$ cat src/rtl/vga_pkg.sv
// vga_pkg: shared definitions for the VGA pattern client.
//   - MODE_* : pattern-mode encodings held in the frame-latched mode register
//   - expand3 : turns a 3-bit R/G/B selector into three full-scale channels
//   - grey_level : mid-grey channel value for a given channel width
// Channels are returned in MAX_CW-bit lanes so that callers of any colour
// width can pick their slice with a cast.
package vga_pkg;

    localparam logic [1:0] MODE_BORDER  = 2'b00;
    localparam logic [1:0] MODE_PRODUCT = 2'b01;
    localparam logic [1:0] MODE_BARS    = 2'b10;
    localparam logic [1:0] MODE_OVERLAY = 2'b11;

    localparam int unsigned MAX_CW = 16;

    // Lane layout: [3*MAX_CW-1:2*MAX_CW]=R, [2*MAX_CW-1:MAX_CW]=G, [MAX_CW-1:0]=B.
    function automatic logic [3*MAX_CW-1:0] expand3(input logic [2:0] sel,
                                                    input int unsigned cw);
        logic [MAX_CW-1:0] full;
        full    = MAX_CW'((32'd1 << cw) - 32'd1);
        expand3 = {(sel[2] ? full : {MAX_CW{1'b0}}),
                   (sel[1] ? full : {MAX_CW{1'b0}}),
                   (sel[0] ? full : {MAX_CW{1'b0}})};
    endfunction

    // Grey constant: 2^(cw-1)-1 per channel.
    function automatic logic [MAX_CW-1:0] grey_level(input int unsigned cw);
        grey_level = MAX_CW'((32'd1 << (cw - 32'd1)) - 32'd1);
    endfunction

endpackage

$ cat src/rtl/vga_frame_ticker.sv
// vga_frame_ticker: frame-rate scroll counter.
//   clk_i, rst_ni : clock and asynchronous active-low reset
//   vblank_i      : vertical blanking from the timing generator
//   scroll_o      : scroll offset, +1 every FRAME_DIV frames, wraps mod 2^COORD_W
// The VBlank delay register resets to 1 so a VBlank already high when reset
// releases is not mistaken for a rising edge.
module vga_frame_ticker #(
    parameter int COORD_W   = 11,
    parameter int FRAME_DIV = 4
) (
    input  logic               clk_i,
    input  logic               rst_ni,
    input  logic               vblank_i,
    output logic [COORD_W-1:0] scroll_o
);

    localparam int DIV_W = (FRAME_DIV > 1) ? $clog2(FRAME_DIV) : 1;
    localparam logic [DIV_W-1:0] DIV_LAST = DIV_W'(FRAME_DIV - 1);

    logic               vblank_d_q;
    logic [DIV_W-1:0]   div_q, div_d;
    logic [COORD_W-1:0] scroll_q, scroll_d;
    logic               tick_s;

    // Frame tick detection, divider and scroll next-state.
    always_comb begin
        tick_s   = vblank_i & ~vblank_d_q;
        div_d    = div_q;
        scroll_d = scroll_q;
        if (tick_s) begin
            if (div_q == DIV_LAST) begin
                div_d    = {DIV_W{1'b0}};
                scroll_d = scroll_q + COORD_W'(1);
            end else begin
                div_d    = div_q + DIV_W'(1);
            end
        end else begin
            div_d    = div_q;
        end
    end

    // Ticker state registers.
    always_ff @(posedge clk_i or negedge rst_ni) begin
        if (!rst_ni) begin
            vblank_d_q <= 1'b1;
            div_q      <= {DIV_W{1'b0}};
            scroll_q   <= {COORD_W{1'b0}};
        end else begin
            vblank_d_q <= vblank_i;
            div_q      <= div_d;
            scroll_q   <= scroll_d;
        end
    end

    assign scroll_o = scroll_q;

endmodule

$ cat src/rtl/vga_pattern_client.sv
// vga_pattern_client: pipelined VGA pattern generator.
//   CLK_100MHz, RST_N         : pixel clock, asynchronous active-low reset
//   CurrentX/CurrentY         : pixel coordinates from the timing generator
//   VBlank/HBlank             : blanking flags
//   SWITCH                    : [2:0] colour select, [4:3] mode (latched in VBlank)
//   OVL_RED/GREEN/BLUE/VALID  : overlay pixel
//   RED/GREEN/BLUE            : registered colour, 2 clocks after the inputs
//   SCROLL                    : current scroll offset
// Build option VGA_SCROLL_EN: when defined the frame ticker drives SCROLL and
// the scrolled X; when undefined SCROLL is 0 and X is used unscrolled.
module vga_pattern_client
    import vga_pkg::*;
#(
    parameter int COLOR_W   = 4,
    parameter int COORD_W   = 11,
    parameter int H_ACTIVE  = 800,
    parameter int V_ACTIVE  = 600,
    parameter int BORDER    = 100,
    parameter int BAR_SHIFT = 5,
    parameter int FRAME_DIV = 4
) (
    input  logic               CLK_100MHz,
    input  logic               RST_N,
    input  logic [COORD_W-1:0] CurrentX,
    input  logic [COORD_W-1:0] CurrentY,
    input  logic               VBlank,
    input  logic               HBlank,
    input  logic [4:0]         SWITCH,
    input  logic [COLOR_W-1:0] OVL_RED,
    input  logic [COLOR_W-1:0] OVL_GREEN,
    input  logic [COLOR_W-1:0] OVL_BLUE,
    input  logic               OVL_VALID,
    output logic [COLOR_W-1:0] RED,
    output logic [COLOR_W-1:0] GREEN,
    output logic [COLOR_W-1:0] BLUE,
    output logic [COORD_W-1:0] SCROLL
);

    localparam int RGB_W = 3 * COLOR_W;
    // Product is widened when the RGB slice reaches beyond its top bit.
    localparam int PW = (2 * COORD_W > RGB_W + 2) ? 2 * COORD_W : RGB_W + 2;
    localparam logic [COORD_W-1:0] X_LO = COORD_W'(BORDER);
    localparam logic [COORD_W-1:0] X_HI = COORD_W'(H_ACTIVE - BORDER);
    localparam logic [COORD_W-1:0] Y_LO = COORD_W'(BORDER);
    localparam logic [COORD_W-1:0] Y_HI = COORD_W'(V_ACTIVE - BORDER);

    logic [1:0]           mode_q;
    logic [2:0]           csel_q;
    logic [COORD_W-1:0]   scroll_s;

`ifdef VGA_SCROLL_EN
    vga_frame_ticker #(
        .COORD_W   (COORD_W),
        .FRAME_DIV (FRAME_DIV)
    ) u_ticker (
        .clk_i    (CLK_100MHz),
        .rst_ni   (RST_N),
        .vblank_i (VBlank),
        .scroll_o (scroll_s)
    );
`else
    assign scroll_s = {COORD_W{1'b0}};
`endif

    assign SCROLL = scroll_s;

    // Selection latch: only updated during vertical blanking.
    always_ff @(posedge CLK_100MHz or negedge RST_N) begin
        if (!RST_N) begin
            mode_q <= 2'b00;
            csel_q <= 3'b000;
        end else if (VBlank) begin
            mode_q <= SWITCH[4:3];
            csel_q <= SWITCH[2:0];
        end
    end

    // Stage 1 next-state.
    logic [COORD_W-1:0]   xs_s;
    logic [2*COORD_W-1:0] p_s;
    logic [PW-1:0]        p_ext_s;
    logic                 blank_d, border_d;
    logic [2:0]           bar_d;
    logic [RGB_W-1:0]     prod_d;

    // Stage 1 arithmetic: scrolled X, border test on raw X, X*Y product.
    always_comb begin
        xs_s     = CurrentX + scroll_s;
        blank_d  = VBlank | HBlank;
        border_d = (CurrentX < X_LO) | (CurrentX > X_HI) |
                   (CurrentY < Y_LO) | (CurrentY > Y_HI);
        p_s      = {{COORD_W{1'b0}}, xs_s} * {{COORD_W{1'b0}}, CurrentY};
        p_ext_s  = PW'(p_s);
        prod_d   = RGB_W'(p_ext_s >> 2);
        bar_d    = 3'(xs_s >> BAR_SHIFT);
    end

    logic                 blank_q, border_q, ovl_valid_q;
    logic [2:0]           bar_q;
    logic [RGB_W-1:0]     prod_q;
    logic [RGB_W-1:0]     ovl_q;

    // Stage 1 registers; blank resets high so outputs stay dark until real data.
    always_ff @(posedge CLK_100MHz or negedge RST_N) begin
        if (!RST_N) begin
            blank_q     <= 1'b1;
            border_q    <= 1'b0;
            bar_q       <= 3'b000;
            prod_q      <= {RGB_W{1'b0}};
            ovl_q       <= {RGB_W{1'b0}};
            ovl_valid_q <= 1'b0;
        end else begin
            blank_q     <= blank_d;
            border_q    <= border_d;
            bar_q       <= bar_d;
            prod_q      <= prod_d;
            ovl_q       <= {OVL_RED, OVL_GREEN, OVL_BLUE};
            ovl_valid_q <= OVL_VALID;
        end
    end

    logic [RGB_W-1:0]      rgb_d, rgb_q;
    logic [3*MAX_CW-1:0]   fill_s, bars_s;

    // Stage 2 colour selection.
    always_comb begin
        rgb_d  = {RGB_W{1'b0}};
        fill_s = expand3(csel_q, COLOR_W);
        bars_s = expand3(bar_q, COLOR_W);
        if (blank_q) begin
            rgb_d = {RGB_W{1'b0}};
        end else begin
            case (mode_q)
                MODE_BORDER: begin
                    if (border_q) begin
                        rgb_d = {RGB_W{1'b1}};
                    end else if (csel_q == 3'b111) begin
                        rgb_d = {3{COLOR_W'(grey_level(COLOR_W))}};
                    end else begin
                        rgb_d = {COLOR_W'(fill_s >> (2 * MAX_CW)),
                                 COLOR_W'(fill_s >> MAX_CW),
                                 COLOR_W'(fill_s)};
                    end
                end
                MODE_PRODUCT: rgb_d = prod_q;
                MODE_BARS: begin
                    rgb_d = {COLOR_W'(bars_s >> (2 * MAX_CW)),
                             COLOR_W'(bars_s >> MAX_CW),
                             COLOR_W'(bars_s)};
                end
                MODE_OVERLAY: rgb_d = ovl_valid_q ? ovl_q : {RGB_W{1'b1}};
                default:      rgb_d = {RGB_W{1'b0}};
            endcase
        end
    end

    // Stage 2 output register.
    always_ff @(posedge CLK_100MHz or negedge RST_N) begin
        if (!RST_N) begin
            rgb_q <= {RGB_W{1'b0}};
        end else begin
            rgb_q <= rgb_d;
        end
    end

    assign RED   = rgb_q[3*COLOR_W-1:2*COLOR_W];
    assign GREEN = rgb_q[2*COLOR_W-1:COLOR_W];
    assign BLUE  = rgb_q[COLOR_W-1:0];

endmodule

$ cat config.mk
export PLATFORM = sky130hd
export DESIGN_NAME = vga_pattern_client
export DESIGN_NICKNAME = d
export VERILOG_FILES = /design/src/rtl/vga_pkg.sv /design/src/rtl/vga_frame_ticker.sv /design/src/rtl/vga_pattern_client.sv
export SDC_FILE = /design/constraint.sdc
export NUM_CORES = 1
export LEC_CHECK = 0
export ABC_AREA = 0
export BUFFER_PORTS_ARGS = -buffer_cell sky130_fd_sc_hd__clkbuf_2
export CORE_ASPECT_RATIO = 0.75
export CORE_MARGIN = 8
export CORE_UTILIZATION = 33
export CTS_CLUSTER_SIZE = 16
export DETAILED_ROUTE_END_ITERATION = 8
export GPL_TIMING_DRIVEN = 0
export PLACE_DENSITY_LB_ADDON = 0.2
export SKIP_CTS_REPAIR_TIMING = 1
export SLEW_MARGIN = 20
export SYNTH_ARGS = -nofsm -noshare
export SYNTH_HDL_FRONTEND = slang
export SYNTH_SLANG_ARGS = --single-unit
$ cat constraint.sdc
create_clock -name CLK_100MHz -period 4.1 [get_ports CLK_100MHz]
set_input_delay 1.23 -clock CLK_100MHz [delete_from_list [all_inputs] [get_ports CLK_100MHz]]
set_output_delay 1.23 -clock CLK_100MHz [all_outputs]
set_load 0.01 [all_outputs]
==> results of run 1 <==
tightest hold or removal path: stages (launching register included):
cell     delay [ns]
dfrtp_1        0.33
o22ai_1        0.06
a21oi_1        0.13
placed cells by master, fill, tap and decap left out, types with 4 or more instances in the layout:
cell	synthesis	layout
fa_1	55	50
dfrtp_1	46	46
nor2_1	13	11
and2_1	31	29
clkbuf_16	0	9
o21ai_0	5	4
clkbuf_2	0	41
inv_2	0	13
fa_2	0	5
conb_1	1	11
buf_4	13	35
buf_8	0	10
clkbuf_1	15	5
ha_4	0	10
buf_6	2	10
o22ai_1	11	11
inv_1	85	72
nand2_1	59	50
a21oi_1	20	16
mux2_1	4	4
nand2_2	2	9
xnor2_1	18	17
ha_1	31	19
flip-flops by register name, indices dropped and copies added, names as in the netlist:
name,count
blank_q,1
prod_q,12
ovl_q,12
rgb_q,12
mode_q,2
ovl_valid_q,1
csel_q,3
border_q,1
bar_q,3
final cells by class:
class | instances | area [um2]
Fill cell | 1237 | 7220
Multi-Input combinational cell | 307 | 3040
Sequential cell | 47 | 1180
Timing Repair Buffer | 78 | 581
Inverter | 85 | 319
Buffer | 29 | 282
Tap cell | 171 | 214
Clock buffer | 5 | 125
Clock inverter | 3 | 67.6
power by group:
part | internal, mW | leakage [nW] | switching (mW)
Clock | 0.349 | 0.0900 | 0.173
Combinational | 1.10 | 2.13 | 1.17
Sequential | 0.563 | 0.563 | 0.0280
Total | 2.01 | 2.78 | 1.37
cell families after synthesis:
group	count (synthesis)	synth area share [%]
mux	5	1.28
flops	47	26.8
other cells	1	0.0853
simple gates	126	13.9
compound gates	56	7.71
buf+inv	116	11.4
xor+xnor	23	4.92
fa+ha+maj	86	33.9
per-layer routing:
layer	vias up	share of wire, %	wire length, um
li1	1582	-	-
met1	1660	48	5240
met2	78	45	4910
met3	9	5.4	584
met4	0	0.68	73
met5	-	0	0
synthesized netlist by cell type (3+ instances only):
cell type,number,area (um2)
nor2_1,13,48.8
a21oi_1,20,100
inv_1,85,319
clkbuf_1,15,56.3
and2_1,31,194
fa_1,55,1100
nand3_1,4,20.0
o21ai_0,5,25.0
xnor2_1,18,158
xor2_1,3,26.3
o21a_1,3,22.5
a2111oi_0,3,26.3
buf_4,13,97.6
dfrtp_1,46,1150
o21ai_1,4,20.0
o22ai_1,11,68.8
ha_1,31,388
nand2_1,59,221
mux2_1,4,45.0
path summary, 6_finish.rpt:
| kind | from | end | slack, ns |
|---|---|---|---|
| max | CurrentX[5] | prod_q[10] | -1.09 |
| min | ovl_q[6] | rgb_q[6] | 0.56 |
| max reg2reg | mode_q[1] | rgb_q[7] | 2.42 |
| min reg2reg | ovl_q[6] | rgb_q[6] | 0.56 |
| max in group asynchronous | RST_N | rgb_q[5] | 2.78 |
| min in group asynchronous | RST_N | mode_q[0] | 0.92 |
metrics by stage:
step,setup slack [ns],std cells,setup TNS (ns),cell area (um2),util (%)
floorplan,-1.02,470,-5.31,4670,-
global placement,-1.57,694,-8.43,5150,39.6
detailed placement,-1.61,694,-8.63,5150,39.6
CTS,-1.29,702,-5.94,5340,41.0
global route,-1.25,725,-7.30,5800,44.6
finish,-1.09,725,-6.12,5800,44.6
==> reports/qor.txt, run 1 <==
GRT met2 Usage = 19.5%
CTS tree = yes
Antenna Violating Nets Remaining = 0
Final setup viols = 9
Fin crit share = 127%
Dpl hpwl = 8.45 mm
H-tree Lvls = 2
Clock Latency Late Sink = 0.29 ns
Core Footprint = 13000 um2
CTS sink cnt = 47
Worst hold path depth = 2
Synth cell types = 46
Syn. warnings = 0
Max cap viols = 0
Post-synth EDFFs = 0
IO buf count = 53
Met1 Usage GRT = 17.5%
Synthesized cell area = 4400 um2
Final Max Tran Viols = 0
Grt ovf = 0
Worst Slack Setup Final = -1.09 ns
Seq cells post-synth = 47
Vias in the first global route = 3544
Status = finished with violations
Crit end category = register
IR drop worst, VDD = 288 uV
Critical path buffer and inverter count = 6
Overall via count from detail_route = 3329
Layout cell share with drive strength beyond 1 = 31.8%
N_diodes = 0
CTS Buf Count = 5
Final min period = 5.19 ns
Cell mode on critical path = fa_1
GRT Util Overall = 12.6%
Initial antenna violation count = 0
Critical setup path kind = in2reg
CTS max path bufs = 2
Endpoints failing hold = 0
Placer Congestion = 0.810
Starting Density = 33.8%
Part of the Yosys area used for sequential elements = 26.8%
Post-synthesis cell count = 460
Via density = 4.59
Failing checks = setup timing
Final Power = 3.37 mW
Final net count = 683
CP max FO = 7
I/O pins = 67
Worst Reg-to-Reg Cells = 5
Initial DRC Count = 192
TritonRoute pass-1 iters = 4
Async S/R FF share, synth = 100%
Root buf cell = clkbuf_16
Largest net degree at the start of global routing = 48
Worst Path Arrival = 5.42 ns
Peak Freq = 193 MHz
Slew of the pin with the lowest slew margin = 0.562 ns
Die footprint = 17300 um2
CP max-delay cell = fa_1
WHS = 0.559 ns
Reg clk slew, reported paths = 0.06 ns
DRC = 0
Layout area overhead = 32.0%
Top cell family by delay on the critical path = adder cells
Wire per inst = 14.9 um
Die X = 149 um
Skew final = 0.00608 ns
Die Ht = 116 um
Final WL = 10.8 mm
CP required = 4.33 ns
First-pass GRT wire length = 17.4 mm
Hold WC Path Type = reg2reg
RSZ-0062 raised after global routing = yes
Crit-path cells = buf_8 -> buf_8 -> buf_6 -> nand2_4 -> fa_1 -> fa_1 -> fa_1 -> inv_2 -> fa_1 -> inv_1 -> fa_1 -> inv_2 -> ha_4 -> o21ai_2 -> a21oi_2 -> o21ai_4 -> or4b_4 -> nand3_2
CP max stage delay = 0.52 ns
Most Crowded Layer GR = met2
Pwr/cell area = 582 nW/um2
LEAKAGE = 2.78 nW
Grt met3 use = 3.20%
Syn avg cell area = 9.56 um2
Num rows = 36
Top_reg_cell synth = dfrtp_1
Max-slew headroom = 62.5%
CP Depth = 18
Startpoint Class = input port
No activity file was read; power rests on OpenSTA's default activity.
==> run 2: changes to the inputs <==
--- a/config.mk
+++ b/config.mk
@@ -9,7 +9,7 @@
 export BUFFER_PORTS_ARGS = -buffer_cell sky130_fd_sc_hd__clkbuf_2
 export CORE_ASPECT_RATIO = 0.75
 export CORE_MARGIN = 8
-export CORE_UTILIZATION = 33
+export CORE_UTILIZATION = 34
 export CTS_CLUSTER_SIZE = 16
 export DETAILED_ROUTE_END_ITERATION = 8
 export GPL_TIMING_DRIVEN = 0
==> reports/qor.txt, run 2 (same netlist as run 1, synthesis figures left out) <==
Crit Reg-Reg Startpoint = mode_q[1]
RSZ-0062 raised after global routing = yes
Grt ovf = 0 (unchanged)
Wire per inst = 15.0 um (+0.39%)
Endpoints failing hold = 0 (unchanged)
CTS tree = yes
CTS max path bufs = 2 (unchanged)
Setup slack at placement = -1.58 ns (+0.0260 ns)
Startpoint Class = input port
Final net count = 686 (+0.44%)
Layout area overhead = 31.9% (about the same)
Final core utilization = 45.3% (+0.75 points)
Hold WC Path Type = reg2reg
Fin crit share = 126% (-0.25 points)
CP max FO = 5 (-2)
Slew of the pin with the lowest slew margin = 0.570 ns (+0.00815 ns)
Max cap viols = 0 (unchanged)
Final Max Tran Viols = 0 (unchanged)
Most common cell after layout, fill and taps aside = inv_1
Top Registers = ovl_q x12, prod_q x12, rgb_q x12
Final WL = 10.9 mm (+0.80%)
Max-slew headroom = 62.0% (-0.54 points)
Largest net degree at the start of global routing = 48 (unchanged)
Setup TNS = -6.01 ns (+0.114 ns)
CP required = 4.26 ns (-0.07 ns)
Final Cell Area = 5800 um2 (about the same)
Reg2reg end = rgb_q[7]
IO buf count = 53 (unchanged)
Final min period = 5.18 ns (-0.0103 ns)
Status = finished with violations
Initial antenna violation count = 0 (unchanged)
Hold_sp = ovl_q[5]
WHS = 0.562 ns (+0.00306 ns)
Worst Path Arrival = 5.34 ns (-0.08 ns)
Num rows = 36 (unchanged)
Routed met2 length = 4.89 mm (-0.51%)
Worst hold path depth = 2 (unchanged)
Root buf cell = clkbuf_16
I/O pins = 67 (unchanged)
Layout cell share with drive strength beyond 1 = 30.7% (-1.1 points)
Filler instances = 1239 (+0.16%)
Placer Congestion = 0.845 (+4.4%)
Sequential Area = 1180 um2 (unchanged)
IR drop worst, VDD = 338 uV (+17%)
Antenna Violating Nets Remaining = 0 (unchanged)
TritonRoute pass-1 iters = 4 (unchanged)
Met3 Wirelength = 548 um (-6.2%)
Worst Hold Path EP = rgb_q[5]
N_diodes = 0 (unchanged)
Worst Reg-to-Reg Cells = 5 (unchanged)
LEAKAGE = 2.81 nW (+1.0%)
Skew final = 0.00336 ns (-0.00272 ns)
Initial DRC Count = 200 (+4.2%)
CTS sink cnt = 47 (unchanged)
Dpl cell area = 5150 um2 (unchanged)
GRT Util Overall = 12.5% (-0.12 points)
Final setup viols = 8 (-1)
Overall via count from detail_route = 3284 (-1.4%)
Dpl hpwl = 8.35 mm (-1.1%)
M1 WL = 5.39 mm (+2.7%)
Worst Slack Setup Final = -1.08 ns (+0.0103 ns)
Vias in the first global route = 3285 (-7.3%)
First-pass GRT wire length = 16.9 mm (-2.7%)
Crit end category = register
Critical setup path kind = in2reg
DRC = 0 (unchanged)
DR top layer = met4
Core Footprint = 12800 um2 (-1.7%)
Pwr/cell area = 551 nW/um2 (-5.3%)
Multi-input gate area = 3010 um2 (-0.99%)
Leading cell types in the layout, fill and taps excluded = 76 x inv_1, 51 x nand2_1, 50 x fa_1
Reg clk slew, reported paths = 0.06 ns (about the same)
Failing checks = setup timing
CTS Buf Count = 5 (unchanged)
Peak Freq = 193 MHz (+0.20%)
Clock Latency Late Sink = 0.28 ns (about the same)
Die X = 147 um (-1.3%)
Starting Density = 34.4% (+0.59 points)
H-tree Lvls = 2 (unchanged)
Die footprint = 16900 um2 (-2.6%)
Reg2Reg Setup Slack = 2.33 ns (-0.09 ns)
Via density = 4.51 (-1.8%)
Die Ht = 114 um (-1.3%)
-- run 2: cell count changes in the layout (fill, tap and decap cells not counted), sizes merged --
cell,before,now
buf,56,58
clkinvlp,1,0
clkinv,0,1
clkbuf,56,59
bufinv,2,0
-- run 2: worst max-delay path: stages --
cell	delay (ns)
buf_6	0.10
buf_8	0.12
buf_6	0.11
nand2_4	0.04
fa_1	0.44
fa_1	0.49
fa_1	0.51
inv_2	0.04
fa_1	0.53
inv_2	0.05
fa_1	0.51
inv_2	0.05
ha_4	0.29
a21oi_2	0.06
o21bai_1	0.17
nor2_1	0.07
a21oi_2	0.22
a31oi_4	0.15
xnor2_2	0.16
-- run 2: routing by layer --
| layer | up-vias | GRT usage [%] |
|---|---|---|
| met5 | - | 0 |
| met4 | 0 | 2.24 |
| met3 | 7 | 2.13 |
| met2 | 69 | 19.5 |
| met1 | 1615 | 17.9 |
| li1 | 1593 | - |
-- run 2: final cells by class --
class | count | share of cell area [%]
clock buffers | 7 | 2.46
flip-flops and latches | 47 | 20.3
plain buffers | 29 | 4.92
clock inverters | 1 | 0.0863
repair buffers | 81 | 11.2
inverters | 85 | 5.50
well taps | 171 | 3.69
multi-input cells | 307 | 51.9
-- run 2: metrics by stage --
step	cells	power, mW
final	728	3.19
after global placement	694	2.36
after global routing	728	3.48
after detailed placement	694	2.39
after floorplan	470	1.98
after CTS	702	2.81
-- run 2: worst max-delay path by stage --
stage                      from  depth (start not counted)         end  slack (ns)
floorplan           CurrentY[2]                         16  prod_q[10]       -1.02
CTS                 CurrentY[2]                         18  prod_q[11]       -1.30
finish              CurrentX[7]                         19  prod_q[11]       -1.08
global placement    CurrentY[2]                         18  prod_q[11]       -1.51
detailed placement  CurrentY[2]                         18  prod_q[11]       -1.58
global route        CurrentX[6]                         18  prod_q[11]       -1.21
-- run 2: where the power goes --
part / total (mW) / switching (mW) / internal, mW
combinational: 2.20 / 1.13 / 1.06
sequential: 0.595 / 0.0317 / 0.564
clock: 0.403 / 0.162 / 0.242
total: 3.19 / 1.32 / 1.87
